===== src/rtl/t_pkg.sv =====
// Shared types and sizing for the T(nu, i) table reader.
// All widths derive from the table geometry declared here.
package t_pkg;

  localparam int BIT_WIDTH    = 32;
  localparam int I            = 160;
  localparam int NU_VALUES    = 3;
  localparam int BRAM_LATENCY = 2;
  localparam int ADDR_W       = $clog2(I);
  localparam int CNT_W        = $clog2(I) + 1;
  localparam int FIFO_DEPTH   = BRAM_LATENCY + 2;
  localparam int FIFO_CNT_W   = $clog2(FIFO_DEPTH + 1);

  typedef enum logic [1:0] {IDLE, ISSUE, DRAIN} state_e;

  typedef struct packed {
    logic [NU_VALUES*BIT_WIDTH-1:0] data;
    logic [ADDR_W-1:0]              index;
    logic                           last;
  } fifo_entry_t;

  // Table addresses wrap from I-1 back to 0.
  function automatic logic [ADDR_W-1:0] next_addr(input logic [ADDR_W-1:0] a);
    return (a == ADDR_W'(I - 1)) ? '0 : a + ADDR_W'(1);
  endfunction

endpackage


===== src/rtl/t_reader_fifo.sv =====
// Show-ahead synchronous FIFO: head_out always presents the oldest entry.
// Storage is cleared on reset so the head reads as zero when empty.
module t_reader_fifo #(
  parameter int WIDTH = 8,
  parameter int DEPTH = 4,
  localparam int PTR_W = (DEPTH > 1) ? $clog2(DEPTH) : 1,
  localparam int CNT_W = $clog2(DEPTH + 1)
) (
  input  logic             clk_in,
  input  logic             rst_in,
  input  logic             push_in,
  input  logic [WIDTH-1:0] push_data_in,
  input  logic             pop_in,
  output logic [WIDTH-1:0] head_out,
  output logic             empty_out,
  output logic [CNT_W-1:0] count_out
);

  logic [WIDTH-1:0] mem_q [DEPTH];
  logic [WIDTH-1:0] mem_d [DEPTH];
  logic [PTR_W-1:0] rd_ptr_q, rd_ptr_d;
  logic [PTR_W-1:0] wr_ptr_q, wr_ptr_d;
  logic [CNT_W-1:0] count_q, count_d;
  logic             do_push, do_pop;

  function automatic logic [PTR_W-1:0] ptr_inc(input logic [PTR_W-1:0] p);
    return (p == PTR_W'(DEPTH - 1)) ? '0 : p + PTR_W'(1);
  endfunction

  // A full FIFO can still accept a push when the head leaves in the same cycle.
  always_comb begin
    do_pop   = pop_in && (count_q != '0);
    do_push  = push_in && ((count_q != CNT_W'(DEPTH)) || do_pop);
    mem_d    = mem_q;
    rd_ptr_d = rd_ptr_q;
    wr_ptr_d = wr_ptr_q;
    if (do_push) begin
      mem_d[wr_ptr_q] = push_data_in;
      wr_ptr_d        = ptr_inc(wr_ptr_q);
    end
    if (do_pop) begin
      rd_ptr_d = ptr_inc(rd_ptr_q);
    end
    count_d = count_q + CNT_W'(do_push) - CNT_W'(do_pop);
  end

  always_ff @(posedge clk_in) begin
    if (rst_in) begin
      mem_q    <= '{default: '0};
      rd_ptr_q <= '0;
      wr_ptr_q <= '0;
      count_q  <= '0;
    end else begin
      mem_q    <= mem_d;
      rd_ptr_q <= rd_ptr_d;
      wr_ptr_q <= wr_ptr_d;
      count_q  <= count_d;
    end
  end

  assign head_out  = mem_q[rd_ptr_q];
  assign empty_out = (count_q == '0);
  assign count_out = count_q;

endmodule


===== src/rtl/t_table_reader.sv =====
// Reads an address range of the T(nu, i) BRAM and streams the packed columns
// downstream over valid/ready, issuing reads only when the FIFO has room.
module t_table_reader
  import t_pkg::*;
(
  input  logic                           clk_in,
  input  logic                           rst_in,
  input  logic                           start_in,
  input  logic [ADDR_W-1:0]              first_addr_in,
  input  logic [CNT_W-1:0]               count_in,
  output logic                           bram_en_out,
  output logic [ADDR_W-1:0]              bram_addr_out,
  input  logic [NU_VALUES*BIT_WIDTH-1:0] bram_dout_in,
  output logic [BIT_WIDTH-1:0]           t_data_0_out,
  output logic [BIT_WIDTH-1:0]           t_data_1_out,
  output logic [BIT_WIDTH-1:0]           t_data_2_out,
  output logic [ADDR_W-1:0]              t_index_out,
  output logic                           t_last_out,
  output logic                           t_valid_out,
  input  logic                           t_ready_in,
  output logic                           busy_out,
  output logic                           done_out
);

  state_e                  state_q, state_d;
  logic [ADDR_W-1:0]       addr_q, addr_d;
  logic [CNT_W-1:0]        remaining_q, remaining_d;
  logic                    done_q, done_d;
  logic [BRAM_LATENCY-1:0] vl_q, vl_d;
  logic [BRAM_LATENCY-1:0] pipe_last_q, pipe_last_d;
  logic [ADDR_W-1:0]       pipe_addr_q [BRAM_LATENCY];
  logic [ADDR_W-1:0]       pipe_addr_d [BRAM_LATENCY];
  logic [FIFO_CNT_W-1:0]   fifo_count, in_flight, outstanding;
  logic                    issue, fifo_empty, pop, accept_last;
  fifo_entry_t             push_entry, head;

  // Credit: every read in flight already owns a FIFO slot.
  always_comb begin
    in_flight = '0;
    for (int k = 0; k < BRAM_LATENCY; k++) begin
      in_flight = in_flight + FIFO_CNT_W'(vl_q[k]);
    end
    outstanding = fifo_count + in_flight;
    issue       = (state_q == ISSUE) && (outstanding < FIFO_CNT_W'(FIFO_DEPTH));
  end

  always_comb begin
    state_d     = state_q;
    addr_d      = addr_q;
    remaining_d = remaining_q;
    done_d      = 1'b0;
    case (state_q)
      IDLE: begin
        // A start landing on the done pulse belongs to the finished request.
        if (start_in && !done_q) begin
          if (count_in == '0) begin
            done_d = 1'b1;
          end else begin
            addr_d      = first_addr_in;
            remaining_d = (count_in > CNT_W'(I)) ? CNT_W'(I) : count_in;
            state_d     = ISSUE;
          end
        end
      end
      ISSUE: begin
        if (issue) begin
          addr_d      = next_addr(addr_q);
          remaining_d = remaining_q - CNT_W'(1);
          if (remaining_q == CNT_W'(1)) state_d = DRAIN;
        end
      end
      DRAIN: begin
        if (accept_last) begin
          done_d  = 1'b1;
          state_d = IDLE;
        end
      end
      default: state_d = IDLE;
    endcase
  end

  always_comb begin
    vl_d           = '0;
    pipe_last_d    = '0;
    pipe_addr_d    = pipe_addr_q;
    vl_d[0]        = issue;
    pipe_addr_d[0] = addr_q;
    pipe_last_d[0] = (remaining_q == CNT_W'(1));
    for (int k = 1; k < BRAM_LATENCY; k++) begin
      vl_d[k]        = vl_q[k-1];
      pipe_addr_d[k] = pipe_addr_q[k-1];
      pipe_last_d[k] = pipe_last_q[k-1];
    end
  end

  always_ff @(posedge clk_in) begin
    if (rst_in) begin
      state_q     <= IDLE;
      addr_q      <= '0;
      remaining_q <= '0;
      done_q      <= 1'b0;
      vl_q        <= '0;
      pipe_last_q <= '0;
      pipe_addr_q <= '{default: '0};
    end else begin
      state_q     <= state_d;
      addr_q      <= addr_d;
      remaining_q <= remaining_d;
      done_q      <= done_d;
      vl_q        <= vl_d;
      pipe_last_q <= pipe_last_d;
      pipe_addr_q <= pipe_addr_d;
    end
  end

  assign push_entry = '{data:  bram_dout_in,
                        index: pipe_addr_q[BRAM_LATENCY-1],
                        last:  pipe_last_q[BRAM_LATENCY-1]};

  t_reader_fifo #(
    .WIDTH($bits(fifo_entry_t)),
    .DEPTH(FIFO_DEPTH)
  ) u_fifo (
    .clk_in      (clk_in),
    .rst_in      (rst_in),
    .push_in     (vl_q[BRAM_LATENCY-1]),
    .push_data_in(push_entry),
    .pop_in      (pop),
    .head_out    (head),
    .empty_out   (fifo_empty),
    .count_out   (fifo_count)
  );

  assign t_valid_out   = !fifo_empty;
  assign pop           = t_valid_out && t_ready_in;
  assign accept_last   = pop && head.last;
  assign t_data_0_out  = head.data[0*BIT_WIDTH +: BIT_WIDTH];
  assign t_data_1_out  = head.data[1*BIT_WIDTH +: BIT_WIDTH];
  assign t_data_2_out  = head.data[2*BIT_WIDTH +: BIT_WIDTH];
  assign t_index_out   = head.index;
  assign t_last_out    = head.last && t_valid_out;
  assign bram_en_out   = issue;
  assign bram_addr_out = addr_q;
  assign busy_out      = (state_q != IDLE);
  assign done_out      = done_q;

endmodule

===== config.mk =====
export PLATFORM = sky130hd
export DESIGN_NAME = t_table_reader
export DESIGN_NICKNAME = d
export VERILOG_FILES = /design/src/rtl/t_pkg.sv /design/src/rtl/t_reader_fifo.sv /design/src/rtl/t_table_reader.sv
export SDC_FILE = /design/constraint.sdc
export NUM_CORES = 1
export LEC_CHECK = 0
export CAP_MARGIN = 20
export CORE_MARGIN = 5
export CORE_UTILIZATION = 40
export CTS_CLUSTER_DIAMETER = 150
export DETAILED_ROUTE_END_ITERATION = 6
export HOLD_SLACK_MARGIN = 0.1
export MAX_ROUTING_LAYER = met4
export PLACE_DENSITY = 0.57
export SYNTH_ARGS = -nofsm -noshare
export SYNTH_HDL_FRONTEND = slang
export SYNTH_SLANG_ARGS = --single-unit

===== constraint.sdc =====
create_clock -name clk_in -period 5.5 [get_ports clk_in]
set_input_delay 0.825 -clock clk_in [delete_from_list [all_inputs] [get_ports clk_in]]
set_output_delay 0.825 -clock clk_in [all_outputs]
set_load 0.02 [all_outputs]

# ---- Yosys cells after proc, flatten, opt, wreduce, memory -nomap -nowiden
# Cells that the tools add are included.
dict set report totals {
  reg_bits 467
  latchBits 0
  ramBits 0
  mem_bits_ro 0
  inputBits 117
  out_inout_bits 117
  mem_count 0
}
dict set report classes {
  n_addsub 8
  multipliers 0
  div_mod_pow 0
  magnitude_cmp 5
  eq_ne 12
  shifts 0
  muxes 28
  bitwise 2
  reduce_logical 19
}
# operator n
set ops {}
lappend ops {{420-bit bitwise mux} 1}
lappend ops {{105-bit two-way mux} 3}
lappend ops {{105-bit binary-select mux with 2-bit select} 1}
lappend ops {{105-bit demux with 2-bit select} 1}
lappend ops {{9-bit two-way mux} 4}
lappend ops {{8-bit two-way mux} 4}
lappend ops {{9-bit case mux with 2 select lines} 1}
lappend ops {{8-bit case mux with 2 select lines} 1}
lappend ops {{2-bit two-way mux} 7}
lappend ops {{2-bit inequality test (second input constant)} 5}
lappend ops {{9-bit by 1-bit equality test with 1-bit output (second input constant)} 1}
lappend ops {{9-bit by 8-bit greater-than comparator with 1-bit output (second input constant)} 1}
lappend ops {{9-bit logical NOT} 1}
lappend ops {{9-bit by 1-bit subtractor with 9-bit output (second input constant)} 1}
lappend ops {{8-bit by 1-bit adder with 8-bit output (second input constant)} 1}
lappend ops {{8-bit equality test (second input constant)} 1}
lappend ops {{1-bit logical AND} 8}
lappend ops {{2-bit equality test (second input constant)} 3}
lappend ops {{3-bit greater-or-equal comparator (second input constant)} 2}
lappend ops {{2-bit NOT with 3-bit output} 2}
lappend ops {{2-bit case mux with 3 select lines} 1}
lappend ops {{5-bit AND reduction} 1}
lappend ops {{2-bit by 1-bit adder with 2-bit output (second input constant)} 2}
lappend ops {{4-bit AND reduction} 1}
lappend ops {{other kinds (16)} 20}

# ---- Longest topological paths before layout
dict set report logic_depth {
  ltp_word 8
  mapped_depth 10
  depth_no_buf 9
}

# ---- Cells and area by module
# From an unflattened synthesis, not the netlist that was laid out.
dict set report hier_totals {
  hier_cells 1872
  hier_area_um2 20266.9
}
# module instances cells_per_inst area_each_um2
set modules_own_cells {}
lappend modules_own_cells {t_reader_fifo 1 1649 18333.8}
lappend modules_own_cells {t_table_reader 1 223 1933.1}

# ---- Worst setup path after synthesis
# No wires, ideal clock.
dict set report synth_timing {
  path_kind {register -> output}
  from {reg u_fifo.rd_ptr_q[1]}
  to {out t_data_2_out[11]}
  arrival_time_ns 1.662
  required_time_ns 4.675
  setup_slack_ns 3.013
  stages_incl_launch_ff 4
  n_path_buf 2
  cell_sequence {dfxtp_1 > buf_2 > buf_1 > mux4_2}
}
dict set report synth_via {
  elab_chain_len 4
}
# element line_no
set synth_rtl {}
lappend synth_rtl {{start: declaration} t_reader_fifo.sv:21} ;# logic [PTR_W-1:0] rd_ptr_q, rd_ptr_d;
lappend synth_rtl {{start signal: assignment} t_reader_fifo.sv:55} ;# rd_ptr_q <= rd_ptr_d;
lappend synth_rtl {{2-bit NOT with 3-bit output (not written as such)} t_reader_fifo.sv:61} ;# assign head_out = mem_q[rd_ptr_q];
lappend synth_rtl {{105-bit binary-select mux with 2-bit select} t_reader_fifo.sv:61}
lappend synth_rtl {{105-bit two-way mux (not written as such) (2 in series)} t_reader_fifo.sv:61}
lappend synth_rtl {{end: declaration} t_table_reader.sv:16} ;# output logic [BIT_WIDTH-1:0] t_data_2_out,
# Every way passes these cells. The select of a mux whose other input is x is not followed.

# ---- Final worst setup path
dict set report layout_timing {
  from {reg u_fifo.rd_ptr_q[1]}
  to {out t_data_2_out[17]}
}
# Same word-level chain as after synthesis.

==> results.cfg <==
[outcome]
status = completed

[clock_network]
cts_setup_buffers = 0
clkTransAtPathRegs_ns = 0.06
cts_buffer_depth = 3
clock-sinks = 467
cts_buffers = 51
htree_levels = 2
cts_tree = built
cts.repair.resized = 0
root_buffer = clkbuf_16
postCtsHoldBufs = 0
insertion_delay_ns = 0.60

[finish]
finish.instance_area_mm2 = 0.0234
drive_above_1_share_pct = 9.18
finish.utilization_pct = 49.1
finalNetCount = 2461
final.fill_count = 4498
area_growth_pct = 21.6

[placed_design]
place_hpwl_um = 30500
io_buffers = 233
placed_cell_area_mm2 = 0.0216
routabilityCongestion = 0.765

[setup_path]
path_class = reg -> out
path_cells = buf_12, mux4_2, clkdlybuf4s50_1
cp.required_ns = 4.68
worstPathArrival_ns = 3.12
start_kind = flip-flop
slowest_stage = dfxtp_4
crit_path_max_fanout = 52
end_kind = output port
cpPeakStageDelay_ns = 0.85

[hold_path]
hold_path.class = reg -> reg

[logic_synthesis]
synth_area_leaders = dfxtp_1, nand2_1, mux4_2, a21oi_1, clkbuf_1
yosys-top-cells-count = nand2_1, dfxtp_1, a21oi_1
syn-mean-instance-area_um2 = 8.66
syn_area_mm2 = 0.0192
ys_ff_latch = 467
synth_ff_type = dfxtp_1
async_flop_share_pct = 0
yosys.cell_count.top_type = nand2_1
synth_top_cell_area_share_pct = 48.6
ys_types = 48
synthesis.nets = 2350
synth_largest_area_cell = dfxtp_1
yosysSeqAreaShare_pct = 48.6
synth_cells = 2222
synth-edff-count = 0
synth.yosys.warnings = 0

[global_routing]
grt_start_max_net_pins = 185
antenna_found_initial = 2
grt_pass1_wl_um = 86900
track_usage_pct = 20.8
gr-total-overflow = 0
grt_pass1_vias = 15658

[die]
core_area_mm2 = 0.0476
dieArea_mm2 = 0.0526
rows = 80
chipHeight_um = 229
ios = 234
die_w_um = 229
start_util_pct = 40.4

[routing]
wl_per_cell_um = 18.3
vias = 15799
drt-total-wl_um = 54800
drtIter0Drc = 1284
drc = 0
antenna_left = 0
drt_first_pass_iters = 5
viasPerCell = 5.28

[timing]
hold_ws_ns = 0.438
rsz0062_at_grt = false
relSlewSlack_pct = 28.5
fin_setup_tns_ns = 0
fin_worst_skew_ns = 0.0285
finalSetupViolCount = 0
drv_slew = 0
fin_crit_sh_pct = 71.7
final_hold_viol_count = 0
fmax_mhz = 254
finalCriticalPeriod_ns = 3.94
worst_slew_pin_slew_ns = 1.07

[power_and_ir_drop]
fin_total_pwr_w = 0.00832
p_per_area_mw_per_mm2 = 356
cellLeakagePower_nw = 7.49
ir_worst_vdd_uv = 213

[flow_run]
drv_cap = 0
## per-stage QoR
step | setup slack [ns] | instances
after floorplan | 3.01 | 2222
after global placement | 1.75 | 2895
after detailed placement | 1.67 | 2895
after CTS | 1.47 | 2989
after global routing | 1.41 | 2991
final | 1.56 | 2991
## where the power goes
group          total, W  switching (W)  internal, W
sequential      0.00358       0.000109      0.00347
clock           0.00364        0.00141      0.00223
combinational   0.00111       0.000612     0.000494
## area by class of cell
| type | instances | area [um2] | area share, % |
|---|---|---|---|
| clock buffer | 69 | 1460 | 6.22 |
| timing repair buffer | 245 | 2530 | 10.8 |
| clock inverter | 25 | 347 | 1.48 |
| tap | 615 | 769 | 3.29 |
| inverter | 12 | 45.0 | 0.193 |
| sequential | 467 | 9360 | 40.0 |
| antenna | 2 | 5.00 | 0.0214 |
| multi-input combinational | 1556 | 8890 | 38.0 |
## critical path, delay by kind of cell, from the launching register on
kind     cells  cell delay (ns)
buf+inv      2             1.05
flops        1             0.85
mux          1             0.60
## final timing paths
kind	from	to	slack, ns	cells after the start
setup / recovery	u_fifo.rd_ptr_q[1]	t_data_2_out[17]	1.56	3
setup reg to reg	u_fifo.count_out[1]	u_fifo.mem_q[137]	2.56	5
hold reg to reg	pipe_addr_d[1]	pipe_addr_q[1]	0.44	1
hold / removal	pipe_addr_d[1]	pipe_addr_q[1]	0.44	1
## per-layer routing
metal | vias to the layer above | global-route usage, % | part of all wire [%]
li1 | 7680 | - | -
met1 | 7616 | 27.0 | 44
met2 | 438 | 34.6 | 49
met3 | 65 | 3.49 | 5.4
met4 | 0 | 4.74 | 1.8
met5 | - | - | 0
## cells by family after synthesis
family | after synthesis | synth area share, %
XOR/XNOR | 4 | 0.182
AND/OR/NAND/NOR | 956 | 19.5
buffers and inverters | 199 | 5.53
AO/OA/AOI/OAI | 477 | 13.0
adder cells (fa/ha/maj) | 11 | 0.755
multiplexers | 108 | 12.5
flip-flops | 467 | 48.6
## cells in the final DEF, fill, tap and decap left out, types with 11 or more instances in the layout
cell	instances
clkbuf_16	52
clkinv_2	13
clkdlybuf4s50_1	232
nor2_1	33
inv_1	12
a21oi_1	437
dfxtp_1	465
nor2b_1	18
o21ai_0	11
nand2_1	852
mux4_2	105
nor3_1	17
## state kept, by name (all words and copies together), names as in the netlist
register / flops
u_fifo.rd_ptr_q: 2
pipe_last_q: 2
pipe_addr_q: 8
state_q: 2
vl_q: 2
pipe_addr_d: 8
done_out: 1
u_fifo.wr_ptr_q: 2
u_fifo.mem_q: 420
u_fifo.count_out: 3
bram_addr_out: 8
remaining_q: 9
Note: power is estimated with default switching activity, not from simulation.
